**src/rtl/proc_pkg.sv**
```systemverilog
`default_nettype none
// ============================================================================
// Module   : proc_pkg
// Purpose  : Shared definitions for the multi-cycle AR/T processor:
//            opcode constants, ALU function codes, FSM state encoding and
//            instruction field bit positions.
// Ports    : none (package)
// Revision : 1.0 - initial release
// ============================================================================
package proc_pkg;

   // Opcodes; every other 5-bit value is illegal and halts the core
   localparam logic [4:0] OP_AR = 5'd0;
   localparam logic [4:0] OP_T  = 5'd1;

   // Instruction field positions (32-bit instruction word)
   localparam int OPC_MSB  = 31;
   localparam int OPC_LSB  = 27;
   localparam int FUNC_MSB = 26;
   localparam int FUNC_LSB = 23;
   localparam int RS1_MSB  = 22;   // AR source 1
   localparam int RS1_LSB  = 19;
   localparam int RS2_MSB  = 18;   // AR source 2
   localparam int RS2_LSB  = 15;
   localparam int RD_MSB   = 14;   // AR destination
   localparam int RD_LSB   = 11;
   localparam int T_RD_MSB = 22;   // T destination shares the rs1 slot
   localparam int T_RD_LSB = 19;
   localparam int IMM_MSB  = 18;   // T constant
   localparam int IMM_LSB  = 0;
   localparam int IMM_W    = IMM_MSB - IMM_LSB + 1;

   // ALU function codes; codes 8..15 are legal and produce zero
   typedef enum logic [3:0] {
      FN_ADD = 4'd0,
      FN_SUB = 4'd1,
      FN_AND = 4'd2,
      FN_OR  = 4'd3,
      FN_XOR = 4'd4,
      FN_SLT = 4'd5,
      FN_SLL = 4'd6,
      FN_SRL = 4'd7
   } alu_func_e;

   typedef enum logic [2:0] {
      ST_FETCH     = 3'd0,
      ST_DECODE    = 3'd1,
      ST_EXECUTE   = 3'd2,
      ST_WRITEBACK = 3'd3,
      ST_HALT      = 3'd4
   } state_e;

endpackage
`default_nettype wire

```
**src/rtl/proc_regfile.sv**
```systemverilog
`default_nettype none
// ============================================================================
// Module   : proc_regfile
// Purpose  : 2**REG_AW x DATA_W register file, two combinational read ports,
//            one synchronous write port, synchronous clear on RESET.
// Ports    : CLK, RESET            - clock, synchronous active-high reset
//            rd_addr_a/rd_data_a   - read port A
//            rd_addr_b/rd_data_b   - read port B
//            wr_en/wr_addr/wr_data - write port (rising edge)
// Revision : 1.0 - initial release
// ============================================================================
module proc_regfile #(
   parameter int DATA_W = 32,
   parameter int REG_AW = 4
) (
   input  logic              CLK,
   input  logic              RESET,
   input  logic [REG_AW-1:0] rd_addr_a,
   output logic [DATA_W-1:0] rd_data_a,
   input  logic [REG_AW-1:0] rd_addr_b,
   output logic [DATA_W-1:0] rd_data_b,
   input  logic              wr_en,
   input  logic [REG_AW-1:0] wr_addr,
   input  logic [DATA_W-1:0] wr_data
);

   localparam int DEPTH = 2 ** REG_AW;

   logic [DATA_W-1:0] mem_q [DEPTH];
   logic [DATA_W-1:0] mem_d [DEPTH];

   always_comb begin
      mem_d = mem_q;
      if (wr_en) begin
         mem_d[wr_addr] = wr_data;
      end
   end

   always_ff @(posedge CLK) begin
      if (RESET) begin
         for (int i = 0; i < DEPTH; i++) begin
            mem_q[i] <= '0;
         end
      end else begin
         mem_q <= mem_d;
      end
   end

   assign rd_data_a = mem_q[rd_addr_a];
   assign rd_data_b = mem_q[rd_addr_b];

endmodule
`default_nettype wire

```
**src/rtl/proc_multicycle.sv**
```systemverilog
`default_nettype none
// ============================================================================
// Module   : proc_multicycle
// Purpose  : Multi-cycle AR/T processor. FETCH/DECODE/EXECUTE/WRITEBACK FSM
//            with a req/ack instruction fetch of arbitrary latency. Owns PC,
//            instruction register, ALU operand/result latches, register file.
// Ports    : CLK, RESET           - clock, synchronous active-high reset
//            start_pc             - PC loaded while RESET is high
//            imem_req/imem_addr   - fetch request and address (= pc)
//            imem_ack/imem_rdata  - fetch completion and instruction word
//            retire               - one-cycle pulse in WRITEBACK
//            halted/illegal       - core stopped / stopped on bad opcode
//            cycle_cnt/retire_cnt - performance counters (PROC_PERF_CNT_EN)
// Options  : `define PROC_PERF_CNT_EN to add the performance counters.
// Revision : 1.0 - initial release
// ============================================================================
module proc_multicycle
   import proc_pkg::*;
#(
   parameter int DATA_W  = 32,
   parameter int REG_AW  = 4,
   parameter int PC_STEP = 4
) (
   input  logic        CLK,
   input  logic        RESET,
   input  logic [31:0] start_pc,
   output logic        imem_req,
   output logic [31:0] imem_addr,
   input  logic        imem_ack,
   input  logic [31:0] imem_rdata,
   output logic        retire,
   output logic        halted,
   output logic        illegal
`ifdef PROC_PERF_CNT_EN
   ,
   output logic [31:0] cycle_cnt,
   output logic [31:0] retire_cnt
`endif
);

   state_e            state_q, state_d;
   logic [31:0]       pc_q, pc_d;
   logic [31:0]       instr_q, instr_d;
   logic [DATA_W-1:0] a_q, a_d;
   logic [DATA_W-1:0] b_q, b_d;
   logic [DATA_W-1:0] result_q, result_d;
   logic              req_q, req_d;
   logic              retire_q, retire_d;
   logic              halted_q, halted_d;
   logic              illegal_q, illegal_d;

   // ------------------------------------------------------------------
   // Instruction field decode (from the instruction register)
   // ------------------------------------------------------------------
   logic [4:0]              opcode;
   logic [3:0]              func;
   logic                    is_t;
   logic                    is_legal;
   logic [REG_AW-1:0]       rs1_addr;
   logic [REG_AW-1:0]       rs2_addr;
   logic [REG_AW-1:0]       wr_addr;
   logic signed [IMM_W-1:0] imm_s;
   logic [DATA_W-1:0]       imm_ext;

   assign opcode   = instr_q[OPC_MSB:OPC_LSB];
   assign func     = instr_q[FUNC_MSB:FUNC_LSB];
   assign is_t     = (opcode == OP_T);
   assign is_legal = (opcode == OP_AR) || is_t;
   assign rs1_addr = REG_AW'(instr_q[RS1_MSB:RS1_LSB]);
   assign rs2_addr = REG_AW'(instr_q[RS2_MSB:RS2_LSB]);
   assign wr_addr  = is_t ? REG_AW'(instr_q[T_RD_MSB:T_RD_LSB])
                          : REG_AW'(instr_q[RD_MSB:RD_LSB]);
   assign imm_s    = instr_q[IMM_MSB:IMM_LSB];
   // Size cast of a signed operand sign-extends to DATA_W
   assign imm_ext  = DATA_W'(imm_s);

   // ------------------------------------------------------------------
   // Register file
   // ------------------------------------------------------------------
   logic [DATA_W-1:0] rd_data_a;
   logic [DATA_W-1:0] rd_data_b;
   logic              rf_we;

   assign rf_we = (state_q == ST_WRITEBACK);

   proc_regfile #(
      .DATA_W (DATA_W),
      .REG_AW (REG_AW)
   ) u_regfile (
      .CLK       (CLK),
      .RESET     (RESET),
      .rd_addr_a (rs1_addr),
      .rd_data_a (rd_data_a),
      .rd_addr_b (rs2_addr),
      .rd_data_b (rd_data_b),
      .wr_en     (rf_we),
      .wr_addr   (wr_addr),
      .wr_data   (result_q)
   );

   // ------------------------------------------------------------------
   // ALU (operates on the latched operands)
   // ------------------------------------------------------------------
   logic [DATA_W-1:0] alu_out;

   always_comb begin
      alu_out = '0;
      case (func)
         FN_ADD:  alu_out = a_q + b_q;
         FN_SUB:  alu_out = a_q - b_q;
         FN_AND:  alu_out = a_q & b_q;
         FN_OR:   alu_out = a_q | b_q;
         FN_XOR:  alu_out = a_q ^ b_q;
         FN_SLT:  alu_out = DATA_W'($signed(a_q) < $signed(b_q));
         FN_SLL:  alu_out = a_q << b_q[4:0];
         FN_SRL:  alu_out = a_q >> b_q[4:0];
         default: alu_out = '0;
      endcase
   end

   // ------------------------------------------------------------------
   // Next-state logic
   // ------------------------------------------------------------------
   always_comb begin
      state_d   = state_q;
      pc_d      = pc_q;
      instr_d   = instr_q;
      a_d       = a_q;
      b_d       = b_q;
      result_d  = result_q;
      req_d     = req_q;
      retire_d  = 1'b0;
      halted_d  = halted_q;
      illegal_d = illegal_q;

      case (state_q)
         ST_FETCH: begin
            // The request register comes up one cycle after reset; an ack
            // only completes the fetch while the request is actually out.
            req_d = 1'b1;
            if (req_q && imem_ack) begin
               instr_d = imem_rdata;
               pc_d    = pc_q + 32'(PC_STEP);
               req_d   = 1'b0;
               state_d = ST_DECODE;
            end
         end
         ST_DECODE: begin
            a_d = rd_data_a;
            b_d = rd_data_b;
            if (is_legal) begin
               state_d = ST_EXECUTE;
            end else begin
               state_d   = ST_HALT;
               halted_d  = 1'b1;
               illegal_d = 1'b1;
            end
         end
         ST_EXECUTE: begin
            result_d = is_t ? imm_ext : alu_out;
            retire_d = 1'b1;          // lands in the WRITEBACK cycle
            state_d  = ST_WRITEBACK;
         end
         ST_WRITEBACK: begin
            req_d   = 1'b1;           // request is up in the first FETCH cycle
            state_d = ST_FETCH;
         end
         ST_HALT: begin
            req_d = 1'b0;
         end
         default: begin
            state_d = ST_FETCH;
         end
      endcase
   end

   always_ff @(posedge CLK) begin
      if (RESET) begin
         state_q   <= ST_FETCH;
         pc_q      <= start_pc;
         instr_q   <= '0;
         a_q       <= '0;
         b_q       <= '0;
         result_q  <= '0;
         req_q     <= 1'b0;
         retire_q  <= 1'b0;
         halted_q  <= 1'b0;
         illegal_q <= 1'b0;
      end else begin
         state_q   <= state_d;
         pc_q      <= pc_d;
         instr_q   <= instr_d;
         a_q       <= a_d;
         b_q       <= b_d;
         result_q  <= result_d;
         req_q     <= req_d;
         retire_q  <= retire_d;
         halted_q  <= halted_d;
         illegal_q <= illegal_d;
      end
   end

   assign imem_req  = req_q;
   assign imem_addr = pc_q;
   assign retire    = retire_q;
   assign halted    = halted_q;
   assign illegal   = illegal_q;

`ifdef PROC_PERF_CNT_EN
   // ------------------------------------------------------------------
   // Performance counters (free-running, wrap at 2**32)
   // ------------------------------------------------------------------
   logic [31:0] cycle_cnt_q, cycle_cnt_d;
   logic [31:0] retire_cnt_q, retire_cnt_d;

   always_comb begin
      cycle_cnt_d  = halted_q ? cycle_cnt_q : cycle_cnt_q + 32'd1;
      retire_cnt_d = retire_cnt_q + 32'(retire_q);
   end

   always_ff @(posedge CLK) begin
      if (RESET) begin
         cycle_cnt_q  <= '0;
         retire_cnt_q <= '0;
      end else begin
         cycle_cnt_q  <= cycle_cnt_d;
         retire_cnt_q <= retire_cnt_d;
      end
   end

   assign cycle_cnt  = cycle_cnt_q;
   assign retire_cnt = retire_cnt_q;
`endif

endmodule
`default_nettype wire

```
**config.mk**
```make
export PLATFORM = sky130hd
export DESIGN_NAME = proc_multicycle
export DESIGN_NICKNAME = d
export VERILOG_FILES = /design/src/rtl/proc_pkg.sv /design/src/rtl/proc_regfile.sv /design/src/rtl/proc_multicycle.sv
export SDC_FILE = /design/constraint.sdc
export NUM_CORES = 1
export LEC_CHECK = 0
export CAP_MARGIN = 20
export CORE_UTILIZATION = 38
export CTS_CLUSTER_SIZE = 25
export DETAILED_ROUTE_END_ITERATION = 6
export GPL_ROUTABILITY_DRIVEN = 0
export PLACE_DENSITY = 0.77
export SLEW_MARGIN = 30
export SYNTH_ARGS = -nofsm -noshare
export SYNTH_HDL_FRONTEND = slang
export SYNTH_SLANG_ARGS = --single-unit
```
**constraint.sdc**
```tcl
create_clock -name CLK -period 2.25 [get_ports CLK]
set_clock_uncertainty 0.2 [all_clocks]
set_input_delay 0.225 -clock CLK [delete_from_list [all_inputs] [get_ports CLK]]
set_output_delay 0.225 -clock CLK [all_outputs]
set_load 0.005 [all_outputs]
```
==> flow_metrics.env, run 1 <==
export IMPL_fin_area_mm2=0.00347
export IMPL_cts_buffer_depth=2
export IMPL_fin_cells=405
export IMPL_wl_met3_um=442
export IMPL_multi_input_area_mm2=0.00110
export IMPL_power_frac_comb=0.254
export IMPL_ys_flop_type="edfxtp_1"
export IMPL_fin_ws_ps=-47.3
export IMPL_dr_max_layer_used="met4"
export IMPL_tightest_slew_ps=443
export IMPL_crit_top_cell="or4_4"
export IMPL_die_area_mm2=0.00642
export IMPL_relSlewSlack=0.704
export IMPL_seqPwrFrac=0.471
export IMPL_required_ps=2200
export IMPL_met2_length_um=2650
export IMPL_drt_vias_per_instance=5.29
export IMPL_htreeDepth=2
export IMPL_hold_class="reg2reg"
export IMPL_hold_path_depth=2
export IMPL_synth_edf_count=32
export IMPL_r2r_start="imem_addr[3]"
export IMPL_wl_um=5660
export IMPL_cp_arrival_ps=2240
export IMPL_chipHeight_um=80.1
export IMPL_grt_usage=0.189
export IMPL_internal_power_uw=1620
export IMPL_worstSetupEndpointType="flip-flop"
export IMPL_slew_violations=0
export IMPL_netlist_instances=236
export IMPL_finalHoldViolCount=0
export IMPL_setup_violations=8
export IMPL_p_per_area_mw_per_mm2=637
export IMPL_n_antenna_cell=0
export IMPL_ff_latch_area_mm2=0.00116
export IMPL_insertion_delay_ps=300
export IMPL_layout_commonest_cell="clkdlybuf4s50_1"
export IMPL_fin_nets=397
export IMPL_dp_hpwl_um=3880
export IMPL_reg2reg_to="imem_addr[22]"
export IMPL_hold_start="instr_q[31]"
export IMPL_slowest_delay_ps=500
export IMPL_grt_pass1_vias=2085
export IMPL_layout_common_cells="clkdlybuf4s50_1, edfxtp_1, nand2_1, buf_4, nor2_1"
export IMPL_worst_path_max_fanout=5
export IMPL_violations="setup timing"
export IMPL_p_clk_frac=0.275
export IMPL_yosysWarnings=0
export IMPL_status="finished, violations left"
export IMPL_synth_net_count=304
export IMPL_worst_path_max_delay_cell="or4_4"
export IMPL_area_growth_pct=49.8
export IMPL_clock_sinks=42
export IMPL_core_area_mm2=0.00589
export IMPL_grt_overflow=0
export IMPL_regToRegSetupSlack_ps=-50
export IMPL_p_leak_uw=0.00119
export IMPL_ant_nets=0
export IMPL_wl_met1_um=2480
export IMPL_vias=2144
export IMPL_p_switching_uw=594
export IMPL_whs_ps=289
export IMPL_crit_buf_inv=1
export IMPL_synthArstFlopShare=0
export IMPL_rr_worst_depth=6
export IMPL_cts_buffers=5
export IMPL_num_rows=28
export IMPL_ioPinCount=103
export IMPL_placed_cells=393
export IMPL_min_delay_worst_endpoint="instr_q[31]"
export IMPL_holdBufCountCts=0
export IMPL_placed_area_mm2=0.00331
export IMPL_swShare=0.269
export IMPL_rsz0062_at_grt="yes"
export IMPL_layout_drive_gt1_share=0.152
export IMPL_drc=0
export IMPL_startpoint_type="flip-flop"
export IMPL_netlist_area_mm2=0.00232
export IMPL_initial_utilization=0.394
export IMPL_fin_crit_sh=1.02
export IMPL_yosysUniqueCellTypes=35
export IMPL_ir_drop_mv=0.396
export IMPL_grt_pass1_wl_um=9440
export IMPL_yosysSeqAreaShare=0.501
export IMPL_first_iter_violations=118
export IMPL_min_period_ps=2300
export IMPL_tritoncts="done"
export IMPL_io_buffers=74
export IMPL_wire_per_inst_um=14.0
export IMPL_cp_top_family="simple AND/OR/NAND/NOR gates"
export IMPL_synth_area_leaders="edfxtp_1, dfxtp_1, or4_1"
export IMPL_avgSynthCellArea_um2=9.82
export IMPL_maxCapViolCount=0
export IMPL_synth_top_area_cell="edfxtp_1"
export IMPL_synth_top_area_share=0.414
export IMPL_ys_seq_elements=42
export IMPL_dr_pass1_iters=4
export IMPL_fp_dieW_um=80.1
export IMPL_crit_path_cell_trace="ha_4, nand3_4, or4_4, buf_6, or4_4, a31oi_2"
export IMPL_power_uw=2210
export IMPL_antenna_found_initial=0
export IMPL_grt_max_degree=50
export IMPL_clock_root_buffer="clkbuf_8"
export IMPL_cts_clk_slew_worst_paths_ps=80
export IMPL_fmax_ghz=0.435
export IMPL_nFillCells=508
export IMPL_path_class="reg2reg"
## cell usage after synthesis (all sizes together), types with 9 or more instances
master and number:
o31ai 12, clkbuf 13, nand2 25, nand3 10
a31oi 15, or4 18, nor2 23, o21ai 17
xnor2 9, dfxtp 10, nand4 9, edfxtp 32
## power by group through the flow
stage / registers [µW] / clock network [µW] / logic, µW
global placement: 1050 / 0 / 547
floorplan: 1060 / 0 / 212
detailed placement: 1060 / 0 / 560
global route: 1060 / 655 / 618
CTS: 1040 / 622 / 565
finish: 1040 / 608 / 562
## through the flow
| stage | setup slack (ps) | setup TNS (ps) | utilization |
|---|---|---|---|
| 2_1_floorplan | -72.0 | -376 | - |
| 3_5_place_dp | -114 | -487 | 0.562 |
| 6_report | -47.3 | -222 | 0.590 |
| 4_1_cts | -98.3 | -474 | 0.584 |
| 5_1_grt | -141 | -1210 | 0.590 |
| 3_3_place_gp | -59.5 | -163 | 0.562 |
## kinds of logic (layout without fill, tap and decap cells)
family,count (synthesis),count (layout),synth area share
flip-flops,42,42,0.501
XOR/XNOR,13,13,0.0491
AO/OA/AOI/OAI,47,47,0.126
buffers and inverters,23,117,0.0442
multiplexers,7,7,0.0308
adder cells (fa/ha/maj),1,1,0.00540
AND/OR/NAND/NOR,103,103,0.243
## sequential cells by signal (all words and copies together), names as in the netlist
signal     flops
illegal        1
imem_addr     32
imem_req       1
instr_q        4
retire         1
state_q        3
## tightest hold or removal path, stage by stage (launching register included)
cell     delay, ps
dfxtp_1        330
mux2i_1         60
nor2_1          70
## per-layer routing
metal	vias to the layer above	global-route usage
met5	-	0
met3	10	0.0477
met2	84	0.308
li1	1079	-
met4	0	0.0661
met1	971	0.242
## worst max-delay path by stage
| stage | startpoint | endpoint | depth (start not counted) |
|---|---|---|---|
| floorplan | imem_addr[3] | imem_addr[28] | 6 |
| global placement | imem_addr[3] | imem_addr[22] | 6 |
| detailed placement | imem_addr[3] | imem_addr[22] | 6 |
| CTS | imem_addr[2] | imem_addr[22] | 6 |
| global route | imem_addr[3] | imem_addr[24] | 6 |
| finish | imem_addr[3] | imem_addr[22] | 6 |
## cell type report
cell class | count | area share
multi-input cells | 171 | 0.316
clock buffers | 5 | 0.0198
clock inverters | 3 | 0.0126
inverters | 6 | 0.00649
repair buffers | 103 | 0.284
well taps | 75 | 0.0270
flip-flops and latches | 42 | 0.334
## what timing repair did
| action | CTS | global route |
|---|---|---|
| cloned | 1 | 0 |
| pin swaps | 6 | 8 |
| setup buffers | 1 | 2 |
| resized for setup | 2 | 4 |
| endpoints found under the setup margin | 8 | 15 |
No activity file was read; power rests on OpenSTA's default activity.
==> inputs of run 2 (changes only) <==
--- a/config.mk
+++ b/config.mk
@@ -6,11 +6,11 @@
 export NUM_CORES = 1
 export LEC_CHECK = 0
 export CAP_MARGIN = 20
-export CORE_UTILIZATION = 38
+export CORE_UTILIZATION = 47
 export CTS_CLUSTER_SIZE = 25
 export DETAILED_ROUTE_END_ITERATION = 6
+export DONT_BUFFER_PORTS = 1
 export GPL_ROUTABILITY_DRIVEN = 0
-export PLACE_DENSITY = 0.77
 export SLEW_MARGIN = 30
 export SYNTH_ARGS = -nofsm -noshare
 export SYNTH_HDL_FRONTEND = slang
==> flow_metrics.env, run 2 (synthesis gave the netlist of run 1 again) <==
export IMPL_clock_sinks=42
export IMPL_fmax_ghz=0.432
export IMPL_slowest_delay_ps=530
export IMPL_r2r_start="imem_addr[3]"
export IMPL_fin_nets=360
export IMPL_p_leak_uw=0.00106
export IMPL_drt_vias_per_instance=5.72
export IMPL_dp_hpwl_um=3630
export IMPL_p_switching_uw=558
export IMPL_startpoint_type="flip-flop"
export IMPL_cp_arrival_ps=2260
export IMPL_clock_root_buffer="clkbuf_8"
export IMPL_num_rows=25
export IMPL_layout_drive_gt1_share=0.174
export IMPL_multi_input_area_mm2=0.00110
export IMPL_wire_per_inst_um=15.8
export IMPL_cts_clk_slew_worst_paths_ps=80
export IMPL_htreeDepth=2
export IMPL_core_area_mm2=0.00472
export IMPL_tightest_slew_ps=427
export IMPL_hold_class="in2reg"
export IMPL_crit_top_cell="buf_6"
export IMPL_first_iter_violations=153
export IMPL_setup_violations=6
export IMPL_vias=2058
export IMPL_fin_cells=360
export IMPL_antenna_found_initial=0
export IMPL_fin_crit_sh=1.03
export IMPL_nFillCells=399
export IMPL_drc=0
export IMPL_relSlewSlack=0.715
export IMPL_cts_buffer_depth=2
export IMPL_placed_cells=312
export IMPL_path_class="reg2reg"
export IMPL_chipHeight_um=72.2
export IMPL_ioPinCount=103
export IMPL_cts_buffers=5
export IMPL_swShare=0.278
export IMPL_pre_cts_ws_ps=-109
export IMPL_internal_power_uw=1450
export IMPL_crit_path_cell_trace="ha_4, nand3_4, or4_4, buf_6, buf_6, or3_1, a31oi_1"
export IMPL_fp_dieW_um=72.2
export IMPL_p_per_area_mw_per_mm2=652
export IMPL_worst_path_max_fanout=7
export IMPL_layout_commonest_cell="dlygate4sd3_1"
export IMPL_grt_overflow=0
export IMPL_power_frac_comb=0.210
export IMPL_n_antenna_cell=0
export IMPL_worstSetupEndpointType="flip-flop"
export IMPL_grt_pass1_vias=2010
export IMPL_grt_pass1_wl_um=8970
export IMPL_status="finished, violations left"
export IMPL_min_period_ps=2320
export IMPL_tritoncts="done"
export IMPL_grt_usage=0.219
export IMPL_layout_common_cells="dlygate4sd3_1, edfxtp_1, buf_4"
export IMPL_worst_path_max_delay_cell="or4_4"
export IMPL_ant_nets=0
export IMPL_wl_um=5670
export IMPL_startpoint="imem_addr[3]"
export IMPL_required_ps=2200
export IMPL_utilization=0.652
export IMPL_die_area_mm2=0.00522
export IMPL_initial_utilization=0.491
export IMPL_dr_pass1_iters=4
export IMPL_violations="setup timing"
export IMPL_grt_max_degree=46
export IMPL_fin_ws_ps=-65.3
export IMPL_maxCapViolCount=0
export IMPL_p_clk_frac=0.270
export IMPL_seqPwrFrac=0.520
export IMPL_finalHoldViolCount=0
export IMPL_slew_violations=0
export IMPL_hold_start="start_pc[23]"
export IMPL_rsz0062_at_grt="yes"
export IMPL_area_growth_pct=32.8
export IMPL_io_buffers=0
export IMPL_largest_reg_flops=32
export IMPL_ir_drop_mv=0.331
export IMPL_insertion_delay_ps=290
export IMPL_ff_latch_area_mm2=0.00116
run 2: critical path: cells and delay by family, from the launching register on:
kind                     cells  cell delay (ps)
flip-flops                   1              400
buffers and inverters        2              270
adder cells (fa/ha/maj)      1              170
AND/OR/NAND/NOR              3              970
AO/OA/AOI/OAI                1              170
run 2: worst paths after layout:
path	endpoint	slack (ps)	cells after the start
max	imem_addr[20]	-70	7
min	imem_addr[23]	9	2
max reg2reg	imem_addr[20]	-70	7
min reg2reg	instr_q[29]	320	2
run 2: final cells by class:
type,instances,share of cell area
flip-flops and latches,42,0.377
multi-input cells,171,0.356
repair buffers,66,0.199
clock buffers,8,0.0329
well taps,67,0.0272
inverters,6,0.00731
run 2: power by group through the flow:
stage               clock network [µW]  logic, µW  registers, µW
global placement                     0        333           1050
floorplan                            0        212           1060
global route                       577        466           1060
detailed placement                   0        351           1060
finish                             542        421           1040
CTS                                555        416           1040
run 2: what timing repair did:
action                                 in CTS  in global routing
endpoints found under the hold margin      41                  0
pin swaps                                   6                  8
cloned                                      1                  0
setup buffers                               1                  4
setup endpoints to repair                   7                 15
hold buffers                               35                  0
resized for setup                           2                  5
run 2: through the flow:
step | total power (µW) | hold WS (ps) | instance area, µm² | setup TNS [ps]
final | 2010 | 9.21 | 3080 | -256
after global routing | 2100 | 17.1 | 3080 | -944
after CTS | 2010 | 3.30 | 3030 | -285
after detailed placement | 1410 | 109 | 2550 | -387
after global placement | 1390 | 106 | 2550 | -212
after floorplan | 1280 | 172 | 2340 | -376
run 2: per-layer routing:
layer	vias to the layer above	global-route usage	share of wire
met3	6	0.0597	0.082
met2	90	0.377	0.50
li1	1001	-	-
met4	0	0.0654	0.0093
met5	-	0	0
met1	961	0.269	0.41
==> inputs of run 3 (changes only) <==
--- a/config.mk
+++ b/config.mk
@@ -6,7 +6,9 @@
 export NUM_CORES = 1
 export LEC_CHECK = 0
 export CAP_MARGIN = 20
+export CORE_MARGIN = 3
 export CORE_UTILIZATION = 47
+export CTS_CLUSTER_DIAMETER = 100
 export CTS_CLUSTER_SIZE = 25
 export DETAILED_ROUTE_END_ITERATION = 6
 export DONT_BUFFER_PORTS = 1
==> flow_metrics.env, run 3 (synthesis gave the netlist of run 1 again) <==
export IMPL_status="finished, violations left"
export IMPL_violations="setup timing"
export IMPL_grt_usage=0.219
export IMPL_startpoint_type="flip-flop"
export IMPL_whs_ps=0.671
export IMPL_initial_utilization=0.508
export IMPL_multi_input_area_mm2=0.00112
export IMPL_pre_cts_ws_ps=-133
export IMPL_layout_common_cells="dlygate4sd3_1, buf_4, edfxtp_1"
export IMPL_ff_latch_area_mm2=0.00116
export IMPL_htreeDepth=2
export IMPL_clock_root_buffer="clkbuf_8"
export IMPL_hold_path_depth=2
export IMPL_reg2reg_to="imem_addr[22]"
export IMPL_dr_pass1_iters=4
export IMPL_fin_ws_ps=-95.4
export IMPL_required_ps=2180
export IMPL_antenna_found_initial=0
export IMPL_insertion_delay_ps=290
export IMPL_placed_area_mm2=0.00256
export IMPL_path_class="reg2reg"
export IMPL_hold_start="start_pc[28]"
export IMPL_cts_clk_slew_worst_paths_ps=90
export IMPL_fp_dieW_um=76.2
export IMPL_cts_buffers=5
export IMPL_num_rows=24
export IMPL_fin_area_mm2=0.00314
export IMPL_worstSetupEndpointType="flip-flop"
export IMPL_ir_drop_mv=0.418
export IMPL_grt_pass1_vias=2133
export IMPL_tns_ps=-455
export IMPL_first_iter_violations=171
export IMPL_finalHoldViolCount=0
export IMPL_r2r_start="imem_addr[2]"
export IMPL_area_growth_pct=35.3
export IMPL_io_buffers=0
export IMPL_rr_worst_depth=6
export IMPL_rsz0062_at_grt="yes"
export IMPL_tightest_slew_ps=466
export IMPL_placed_cells=312
export IMPL_chipHeight_um=76.2
export IMPL_n_antenna_cell=0
export IMPL_worst_path_max_fanout=7
export IMPL_grt_overflow=0
export IMPL_relSlewSlack=0.689
export IMPL_min_delay_worst_endpoint="imem_addr[28]"
export IMPL_ioPinCount=103
export IMPL_fmax_ghz=0.426
export IMPL_p_leak_uw=0.00109
export IMPL_slew_violations=0
export IMPL_ant_nets=0
export IMPL_core_area_mm2=0.00456
export IMPL_fin_crit_sh=1.04
export IMPL_fin_cells=364
export IMPL_nFillCells=357
export IMPL_largest_reg_flops=32
export IMPL_cts_buffer_depth=2
export IMPL_hold_class="in2reg"
export IMPL_wire_per_inst_um=17.1
export IMPL_regToRegSetupSlack_ps=-100
export IMPL_setup_violations=8
export IMPL_drt_vias_per_instance=5.72
export IMPL_grt_max_degree=46
export IMPL_clock_sinks=42
export IMPL_tritoncts="done"
export IMPL_maxCapViolCount=0
export IMPL_wl_um=6220
export IMPL_die_area_mm2=0.00581
export IMPL_layout_drive_gt1_share=0.207
export IMPL_grt_pass1_wl_um=10400
export IMPL_drc=0
export IMPL_min_period_ps=2350
export IMPL_fin_nets=366
export IMPL_cp_arrival_ps=2280
export IMPL_vias=2081
export IMPL_dp_hpwl_um=3980
export IMPL_p_per_area_mw_per_mm2=648
[run 3: worst max path at each step]
stage / end / slack, ps / cells after the start / start
after floorplan: imem_addr[28] / -70 / 6 / imem_addr[3]
after global placement: imem_addr[30] / -70 / 6 / imem_addr[3]
after detailed placement: imem_addr[22] / -130 / 6 / imem_addr[3]
after CTS: imem_addr[22] / -100 / 6 / imem_addr[2]
after global routing: imem_addr[21] / -190 / 6 / imem_addr[2]
final: imem_addr[22] / -100 / 6 / imem_addr[2]
[run 3: metal layers]
metal | up-vias | GRT usage | wire, µm
li1 | 1025 | - | -
met1 | 974 | 0.250 | 2490
met2 | 76 | 0.394 | 3310
met3 | 6 | 0.0615 | 357
met4 | 0 | 0.0688 | 61
met5 | - | 0 | 0
[run 3: stage by stage]
stage          total power [µW]   util
2_1_floorplan              1280      -
3_3_place_gp               1400  0.561
3_5_place_dp               1420  0.561
4_1_cts                    2030  0.670
5_1_grt                    2150  0.687
6_report                   2030  0.687
[run 3: where the power goes]
part / switching [µW] / total [µW] / internal (µW)
clock network: 266 / 554 / 287
registers: 95.8 / 1040 / 948
logic: 218 / 436 / 217
total: 580 / 2030 / 1450
[run 3: what timing repair did]
action,4_1_cts,5_1_grt
hold buffers,34,1
gates cloned,1,0
endpoints found under the hold margin,40,1
endpoints found under the setup margin,8,14
pin swaps,7,6
resized for setup,2,8
buffers inserted,4,4
[run 3: layout make-up]
class,instances,share of cell area
Sequential cell,42,0.370
Multi-Input combinational cell,171,0.356
Timing Repair Buffer,72,0.208
Clock buffer,7,0.0311
Tap cell,65,0.0259
Inverter,6,0.00718
Clock inverter,1,0.00199
[run 3: worst max-delay path: stages, from the launching register on]
cell and delay, ps:
edfxtp_1 410, ha_4 170, nand3_4 70, or4_4 530
buf_6 150, or4_4 460, a31oi_1 200
